File: src/rtl/ws2812_strip_serializer_if.sv
// Frame-RAM read port between the WS2812 serializer (master) and the frame memory (slave).
interface ws2812_strip_serializer_if #(
   parameter int unsigned ADDR_W = 13
);
   logic              mem_rd_en;
   logic [ADDR_W-1:0] mem_addr;
   logic [7:0]        mem_data;

   modport master (output mem_rd_en, output mem_addr, input mem_data);
   modport slave  (input mem_rd_en, input mem_addr, output mem_data);
endinterface

File: src/rtl/ws2812_strip_serializer.sv
// Streams one frame of GRB bytes from the frame RAM onto the WS2812 data pin,
// MSB first with gapless bit timing, followed by the latch gap.
module ws2812_strip_serializer #(
   parameter int unsigned NUM_BYTES = 216,
   parameter int unsigned ADDR_W    = 13,
   parameter int unsigned T0H       = 20,
   parameter int unsigned T1H       = 40,
   parameter int unsigned TBIT      = 62,
   parameter int unsigned TRESET    = 3000
) (
   input  logic                             clk,
   input  logic                             rst,
   input  logic                             enable,
   ws2812_strip_serializer_if.master        mem,
   output logic                             strip_out,
   output logic                             busy,
   output logic                             frame_done
);
   localparam int unsigned CYC_W = $clog2(TRESET + 1);
   localparam logic [CYC_W-1:0]  BIT_LAST  = CYC_W'(TBIT - 1);
   localparam logic [CYC_W-1:0]  RST_LAST  = CYC_W'(TRESET - 1);
   localparam logic [ADDR_W-1:0] BYTE_LAST = ADDR_W'(NUM_BYTES - 1);

   typedef enum logic [2:0] {IDLE, FETCH, LOAD, SEND, LATCH} state_t;

   state_t            state_q, state_d;
   logic [CYC_W-1:0]  cyc_q, cyc_d;
   logic [2:0]        bit_q, bit_d;
   logic [ADDR_W-1:0] byte_q, byte_d;
   logic [7:0]        shift_q, shift_d;
   logic [7:0]        hold_q, hold_d;
   logic              rd_q;
   logic              rd_en_q, rd_en_d;
   logic [ADDR_W-1:0] addr_q, addr_d;
   logic              strip_q, strip_d;
   logic              busy_q, busy_d;
   logic              done_q, done_d;

   // State and output registers
   always_ff @(posedge clk or posedge rst) begin
      if (rst) begin
         state_q <= IDLE;
         cyc_q   <= '0;
         bit_q   <= '0;
         byte_q  <= '0;
         shift_q <= '0;
         hold_q  <= '0;
         rd_q    <= 1'b0;
         rd_en_q <= 1'b0;
         addr_q  <= '0;
         strip_q <= 1'b0;
         busy_q  <= 1'b0;
         done_q  <= 1'b0;
      end else begin
         state_q <= state_d;
         cyc_q   <= cyc_d;
         bit_q   <= bit_d;
         byte_q  <= byte_d;
         shift_q <= shift_d;
         hold_q  <= hold_d;
         rd_q    <= rd_en_q;
         rd_en_q <= rd_en_d;
         addr_q  <= addr_d;
         strip_q <= strip_d;
         busy_q  <= busy_d;
         done_q  <= done_d;
      end
   end

   // Next-state and next-output logic
   always_comb begin
      state_d = state_q;
      cyc_d   = cyc_q;
      bit_d   = bit_q;
      byte_d  = byte_q;
      shift_d = shift_q;
      hold_d  = rd_q ? mem.mem_data : hold_q;
      rd_en_d = 1'b0;
      addr_d  = addr_q;
      strip_d = 1'b0;
      busy_d  = busy_q;
      done_d  = 1'b0;

      case (state_q)
         IDLE: begin
            busy_d = 1'b0;
            if (enable) begin
               state_d = FETCH;
               rd_en_d = 1'b1;
               addr_d  = '0;
               byte_d  = '0;
               busy_d  = 1'b1;
            end
         end
         FETCH: state_d = LOAD;
         LOAD: begin
            shift_d = mem.mem_data;
            bit_d   = 3'd7;
            cyc_d   = '0;
            strip_d = 1'b1;
            state_d = SEND;
         end
         SEND: begin
            if (cyc_q == BIT_LAST) begin
               cyc_d = '0;
               if (bit_q == 3'd0) begin
                  if (byte_q == BYTE_LAST) begin
                     state_d = LATCH;
                     done_d  = (TRESET == 1);
                  end else begin
                     shift_d = hold_q;
                     bit_d   = 3'd7;
                     byte_d  = byte_q + ADDR_W'(1);
                     strip_d = 1'b1;
                  end
               end else begin
                  shift_d = {shift_q[6:0], 1'b0};
                  bit_d   = bit_q - 3'd1;
                  strip_d = 1'b1;
                  // Prefetch the next byte during the first cycle of bit 0
                  if (bit_q == 3'd1 && byte_q != BYTE_LAST) begin
                     rd_en_d = 1'b1;
                     addr_d  = byte_q + ADDR_W'(1);
                  end
               end
            end else begin
               cyc_d   = cyc_q + CYC_W'(1);
               strip_d = (32'(cyc_q) + 32'd1) < (shift_q[7] ? T1H : T0H);
            end
         end
         LATCH: begin
            if (cyc_q == RST_LAST) begin
               state_d = IDLE;
               cyc_d   = '0;
               busy_d  = 1'b0;
            end else begin
               cyc_d  = cyc_q + CYC_W'(1);
               done_d = (32'(cyc_q) + 32'd2 == TRESET);
            end
         end
         default: state_d = IDLE;
      endcase
   end

   assign mem.mem_rd_en = rd_en_q;
   assign mem.mem_addr  = addr_q;
   assign strip_out     = strip_q;
   assign busy          = busy_q;
   assign frame_done    = done_q;
endmodule

File: src/flat_wrapper.sv
// flat-port wrapper written by rule: the top's interface ports become plain ports
module ws2812_strip_serializer_flat 
#(
   parameter int unsigned NUM_BYTES = 216,
   parameter int unsigned ADDR_W    = 13,
   parameter int unsigned T0H       = 20,
   parameter int unsigned T1H       = 40,
   parameter int unsigned TBIT      = 62,
   parameter int unsigned TRESET    = 3000
)
  (clk, rst, enable, strip_out, busy, frame_done, mem_mem_rd_en, mem_mem_addr, mem_mem_data);
  ws2812_strip_serializer_if #(.ADDR_W(ADDR_W)) mem_i ();
  input  logic clk;
  input  logic rst;
  input  logic enable;
  output logic strip_out;
  output logic busy;
  output logic frame_done;
  output wire logic [$bits(mem_i.mem_rd_en)-1:0] mem_mem_rd_en;
  output wire logic [$bits(mem_i.mem_addr)-1:0] mem_mem_addr;
  input wire logic [$bits(mem_i.mem_data)-1:0] mem_mem_data;
  assign mem_mem_rd_en = mem_i.mem_rd_en;
  assign mem_mem_addr = mem_i.mem_addr;
  assign mem_i.mem_data = mem_mem_data;
  ws2812_strip_serializer #(.NUM_BYTES(NUM_BYTES), .ADDR_W(ADDR_W), .T0H(T0H), .T1H(T1H), .TBIT(TBIT), .TRESET(TRESET)) u_core (.clk(clk), .rst(rst), .enable(enable), .mem(mem_i), .strip_out(strip_out), .busy(busy), .frame_done(frame_done));
endmodule
File: config.mk
export PLATFORM = sky130hd
export DESIGN_NAME = ws2812_strip_serializer_flat
export DESIGN_NICKNAME = d
export VERILOG_FILES = /design/src/rtl/ws2812_strip_serializer_if.sv /design/src/rtl/ws2812_strip_serializer.sv /design/src/flat_wrapper.sv
export SDC_FILE = /design/constraint.sdc
export NUM_CORES = 1
export LEC_CHECK = 0
export CORE_MARGIN = 2
export CORE_UTILIZATION = 35
export CTS_CLUSTER_DIAMETER = 60
export CTS_CLUSTER_SIZE = 8
export DETAILED_ROUTE_END_ITERATION = 8
export PLACE_DENSITY = 0.57
export REMOVE_ABC_BUFFERS = 1
export SETUP_SLACK_MARGIN = 0.5
export SLEW_MARGIN = 20
export SYNTH_ARGS = -nofsm -noshare
export SYNTH_HDL_FRONTEND = slang
export SYNTH_SLANG_ARGS = --single-unit
File: constraint.sdc
create_clock -name clk -period 6.1 [get_ports clk]
set_clock_uncertainty 0.2 [all_clocks]
set_input_delay 0.61 -clock clk [delete_from_list [all_inputs] [get_ports clk]]
set_output_delay 0.61 -clock clk [all_outputs]
set_load 0.01 [all_outputs]
* Word-level counts from Yosys, hierarchy flattened
Cells that the tools add are included.
** Word-level totals
- Register bits :: 65
- Input bits :: 11
- Word-level logic and storage cells :: 89
** Cells by class
- Add/sub/neg operators :: 5
- Order comparisons :: 1
- Equality and inequality tests :: 19
- Mux-type cells :: 40
- Reduce and logical (&&, ||, !) cells :: 12
** Operators by type and width (number)
- two-way mux 13 bit :: 7
- case mux 13 bit (2 select lines) :: 2
- case mux 12 bit (3 select lines) :: 1
- == test 32 x 12 -> 1 bit (second input constant) :: 1
- < comparator 32 bit :: 1
- two-way mux 12 bit :: 2
- two-way mux 3 bit :: 8
- two-way mux 8 bit :: 3
- case mux 8 bit (2 select lines) :: 1
- case mux 3 bit (5 select lines) :: 1
- AND reduction 5 bit :: 3
- adder 12 x 1 -> 13 bit (second input constant) :: 1
- adder 12 x 2 -> 13 bit (second input constant) :: 1
- adder 13 x 1 -> 13 bit (second input constant) :: 1
- == test 13 x 8 -> 1 bit (second input constant) :: 1
- != test 13 x 8 -> 1 bit (second input constant) :: 1
- adder 12 x 1 -> 12 bit (second input constant) :: 1
- == test 12 bit (second input constant) :: 1
- == test 12 x 6 -> 1 bit (second input constant) :: 1
- two-way mux 1 bit :: 10
- != test 2 x 1 -> 1 bit (second input constant) :: 5
- == test 3 x 1 -> 1 bit (second input constant) :: 2
- == test 3 x 2 -> 1 bit (second input constant) :: 2
- logical NOT 3 bit :: 2
- 12 further kinds :: 18

* Logic depth before layout (Yosys ltp)
- Depth after elaboration :: 6
- Mapped depth :: 9

* Worst setup path after synthesis
No wires, ideal clock.
- Kind :: register to register
- Start :: register u_core.cyc_q[0]
- End :: register u_core.strip_q (netlist: u_core.strip_out)
- Setup time :: 95 ps
- Data arrival time :: 2124 ps
- Data required time :: 5805 ps
- Path slack :: 3681 ps
- Stages on the path, launching flop included :: 9
- Cell sequence :: dfrtp_1 ha_1 nand3_1 xnor2_1 ha_1 a21o_1 a2111oi_0 nand3_1 o31ai_1
** Between the ends
- Longest elaborated chain between the ends :: 4
- Elaborated cells on any way between the ends :: 5
- Classes of those cells :: 1 x add/sub; 1 x order compare; 1 x eq/ne; 2 x mux
** Ends and longest elaborated chain
- start, declared :: line ws2812_strip_serializer.sv:27 : logic [CYC_W-1:0] cyc_q, cyc_d;
- start signal, assigned :: line ws2812_strip_serializer.sv:56 : cyc_q <= cyc_d;
- adder 12 x 1 -> 13 bit :: line ws2812_strip_serializer.sv:128 : strip_d = (32'(cyc_q) + 32'd1) < (shift_q[7] ? T1H : T0H);
- < comparator 32 bit :: line ws2812_strip_serializer.sv:128
- two-way mux 1 bit (*) :: line ws2812_strip_serializer.sv:104 : if (cyc_q == BIT_LAST) begin
- case mux 1 bit (2 select lines) (*) :: line ws2812_strip_serializer.sv:84 : case (state_q)
- net u_core.strip_d :: line ws2812_strip_serializer.sv:35 : logic strip_q, strip_d;
- end signal, assigned :: line ws2812_strip_serializer.sv:64 : strip_q <= strip_d;
- end, declared :: line ws2812_strip_serializer.sv:35
The timed path passes the listed nets; every way through them passes the cells marked *.
A chain may end at the register's enable or synchronous reset.

* Worst setup path after layout
- Start :: register u_core.cyc_q[2]
- End :: register u_core.addr_q[12] (netlist: u_core.mem.mem_addr[12])
** Between the ends
- Longest elaborated chain between the ends :: 3
** Ends and longest elaborated chain
- == test 12 x 6 -> 1 bit :: line ws2812_strip_serializer.sv:104
- != test 2 x 1 -> 1 bit (no line)
- AND reduction 5 bit (no line)
- end signal, assigned :: line ws2812_strip_serializer.sv:63 : addr_q <= addr_d;
- end, declared :: line ws2812_strip_serializer.sv:34 : logic [ADDR_W-1:0] addr_q, addr_d;
Every way passes these cells.

==> qor.txt <==
RUN STATUS
--------------------------------------------------------------------------------------
Run status ..............................................................    completed

STA
--------------------------------------------------------------------------------------
Maximum achievable frequency ............................................    314.7 MHz
Worst slew margin relative to its limit .................................       0.3118
Final-layout worst hold slack ...........................................    0.1965 ns
Period minus WS final ...................................................     3.178 ns
Worst slew pin tran .....................................................     1.025 ns
Final number of hold-violating endpoints ................................            0
RSZ-0062 raised after global routing ....................................        false
Count of pins over their slew limit .....................................            0
TNS Setup ...............................................................         0 ns
Number of setup violations in the final report ..........................            0
Ratio of final minimum period to clock period ...........................       0.5210

SYNTHESIS
--------------------------------------------------------------------------------------
Top flip-flop cell by instance count after synthesis .................... sky130_fd_sc_hd__dfrtp_1
Mean area per synthesized cell ..........................................  9.260 sq um
Sequential area share after synthesis ...................................       0.4458
Async set-reset flop share out of synthesis .............................        1.000
Number of flip-flops and latches in the synthesized netlist .............           65
Post-Synthesis Cells ....................................................          394
Number of synthesized flops with an enable pin ..........................            0
Warnings, synthesis .....................................................            0
Yosys cell types ........................................................           49
Cell area after synthesis ............................................... 0.003648 sq mm

DETAILED ROUTING
--------------------------------------------------------------------------------------
Via count ...............................................................         2938
Antenna viol nets, final ................................................            0
Routed length per placed instance .......................................     15.30 um
Drt via density .........................................................        5.352
Detailed-router iteration count before antenna repair ...................            4
Number of DRC markers in iteration 0 ....................................          199
DR DRC count ............................................................            0
Total Routed Length .....................................................      8398 um

CLOCK TREE
--------------------------------------------------------------------------------------
Clock latency of the later-clocked register in the worst-skew pair ......      0.35 ns
CTS tree ................................................................        built
Hold buffers post-CTS ...................................................            0
CTS Buffer Depth ........................................................            2
Clk slew on worst S/H paths .............................................      0.07 ns
H-Tree Depth ............................................................            3
Resized cells post-CTS ..................................................            0
Library cell used as clock root buffer .................................. sky130_fd_sc_hd__clkbuf_8
Setup bufs post-CTS .....................................................            0
CTS Sinks ...............................................................           65
Total clock buffers created by CTS ......................................            9

SETUP PATH
--------------------------------------------------------------------------------------
Library cell contributing the largest single delay on the critical path . sky130_fd_sc_hd__nor4_1
Delay of the slowest cell on the worst path .............................      0.70 ns
Critical path peak fanout ...............................................           21
Required @ worst endpoint ...............................................      6.13 ns
CP endpoint kind ........................................................     register
Path depth of the worst reg2reg path ....................................            5
Worst EP arrival ........................................................      3.20 ns
Family with the most delay on the worst path ............................ simple AND/OR/NAND/NOR gates
Kind of start point of the critical path ................................     register
Buf+Inv Stages, Crit Path ...............................................            1
Critical Path, Cell by Cell ............................................. or3b_4, nor4_1, a31oi_2, inv_1, mux2_2
Crit path kind .......................................................... register to register
Crit. path cell count ...................................................            5

POWER AND IR DROP
--------------------------------------------------------------------------------------
Max VDD drop ............................................................   0.08657 mV
Static Leakage ..........................................................     1.798 nW
Power density of the placed cells ....................................... 204.1 mW/mm^2

FLOORPLAN
--------------------------------------------------------------------------------------
Chip width ..............................................................     106.1 um
Number of cell rows .....................................................           37
Std-Cell Core Area ...................................................... 0.01023 sq mm
Initial core utilization ................................................       0.3566
Number of primary I/O pins ..............................................           28
Vertical die dimension ..................................................     106.1 um
Area of the die ......................................................... 0.01126 sq mm

GLOBAL ROUTE
--------------------------------------------------------------------------------------
Antenna violations before repair ........................................            0
Global-route wire length before repair ..................................     14190 um
Pin count of the biggest net entering global routing ....................           66
Global routing usage summed across all routing layers ...................       0.1571
Via count of the first global-routing pass ..............................         2883
GRT overflow ............................................................            0

CELLS AND AREA
--------------------------------------------------------------------------------------
Antenna cell count ......................................................            0
FF+latch area ........................................................... 0.001627 sq mm
Multi-input logic area .................................................. 0.001881 sq mm
Layout cells sized above 1 ..............................................       0.1065
Number of nets in the final layout ......................................          431
Area added between synthesis and finish .................................       15.19%
Number of fill cells ....................................................         1006
Final cell area excluding filler cells .................................. 0.004203 sq mm

MIN PATH
--------------------------------------------------------------------------------------
Tightest Hold Check Type ................................................ register to register
Instance count along the most critical hold path ........................            0

PLACED DESIGN
--------------------------------------------------------------------------------------
HPWL after detailed placement ...........................................      5571 um
Placed standard-cell area ............................................... 0.004008 sq mm
Number of buffer cells added on primary ports ...........................           27
Gp weighted congestion ..................................................       0.8625

RUN
--------------------------------------------------------------------------------------
Max-cap check violation count ...........................................            0

[synthesized netlist by cell type, drive strengths merged (6+ instances only)]
master / instances / area [sq um]
a21o: 6 / 45.04
a21oi: 24 / 120.1
a31oi: 14 / 87.58
buf: 10 / 50.05
clkbuf: 16 / 60.06
dfrtp: 65 / 1627
ha: 11 / 137.6
inv: 10 / 37.54
mux2: 14 / 157.7
nand2: 51 / 191.4
nand3: 16 / 80.08
nand4: 8 / 50.05
nor2: 27 / 101.4
nor3: 7 / 35.03
nor4: 6 / 52.55
o21ai: 26 / 130.1
o31ai: 15 / 112.6
xnor2: 10 / 87.58
xor2: 6 / 52.55
[cell usage in the layout (no fill, tap or decap), types with 5 or more instances in the layout]
cell                              count
sky130_fd_sc_hd__dfrtp_1             65
sky130_fd_sc_hd__nand2_1             51
sky130_fd_sc_hd__nor2_1              27
sky130_fd_sc_hd__clkdlybuf4s50_1     27
sky130_fd_sc_hd__o21ai_0             25
sky130_fd_sc_hd__a21oi_1             24
sky130_fd_sc_hd__nand3_1             16
sky130_fd_sc_hd__o31ai_1             15
sky130_fd_sc_hd__mux2_2              14
sky130_fd_sc_hd__a31oi_1             13
sky130_fd_sc_hd__ha_1                11
sky130_fd_sc_hd__clkbuf_8            11
sky130_fd_sc_hd__xnor2_1             10
sky130_fd_sc_hd__inv_1                9
sky130_fd_sc_hd__nand4_1              8
sky130_fd_sc_hd__nor3_1               7
sky130_fd_sc_hd__xor2_1               6
sky130_fd_sc_hd__a21o_1               6
sky130_fd_sc_hd__nor4_1               5
sky130_fd_sc_hd__nor2b_1              5
[report_power, final]
group / internal (mW) / switching (mW)
Clock: 0.208 / 0.165
Sequential: 0.440 / 0.00503
Combinational: 0.0204 / 0.0194
Total: 0.669 / 0.189
[area by class of cell]
type                       count  area share
clock buffer                  12     0.03692
clock inverter                 3    0.009527
inverter                      10    0.008931
multi-input combinational    293      0.4475
sequential                    65      0.3870
tap                          136     0.04049
timing repair buffer          30     0.06966
[flip-flops by register name, summed over array words and instances (netlist names), 3 cells and up]
| signal | cells |
|---|---|
| u_core.byte_q | 13 |
| u_core.mem.mem_addr | 13 |
| u_core.bit_q | 3 |
| u_core.state_q | 3 |
| u_core.shift_q | 8 |
| u_core.cyc_q | 12 |
| u_core.hold_q | 8 |
[per-stage QoR]
stage	power (mW)	util	std cells	worst slack, ns
floorplan	0.4725	-	368	3.173
global placement	0.4938	0.3917	534	3.113
detailed placement	0.4948	0.3917	534	2.965
CTS	0.8704	0.4108	549	2.939
global route	0.8917	0.4108	549	2.752
finish	0.8579	0.4108	549	2.922
[cells by family after synthesis]
logic type | count (synthesis) | synth area share
mux | 16 | 0.04870
fa+ha+maj | 11 | 0.03772
compound gates | 102 | 0.1838
xor+xnor | 16 | 0.03841
buf+inv | 36 | 0.04047
simple gates | 148 | 0.2051
flops | 65 | 0.4458
[per-layer routing]
metal	up-vias	part of all wire	track usage	wire length, um
li1	1449	-	-	-
met1	1415	0.51	0.2249	4252
met2	65	0.44	0.2271	3725
met3	9	0.034	0.02452	287
met4	0	0.016	0.08365	132
met5	-	0	0	0
[path summary, 6_finish.rpt]
kind / from / to / slack [ns]
setup / recovery: u_core.cyc_q[2] / u_core.mem.mem_addr[12] / 2.92
hold / removal: u_core.mem.mem_rd_en / u_core.rd_q / 0.20
setup reg to reg: u_core.cyc_q[2] / u_core.mem.mem_addr[12] / 2.92
hold reg to reg: u_core.mem.mem_rd_en / u_core.rd_q / 0.20
max in group asynchronous: rst / u_core.bit_q[1] / 4.50
min in group asynchronous: rst / u_core.mem.mem_addr[1] / 0.64
(Power assumes the default switching activity.)
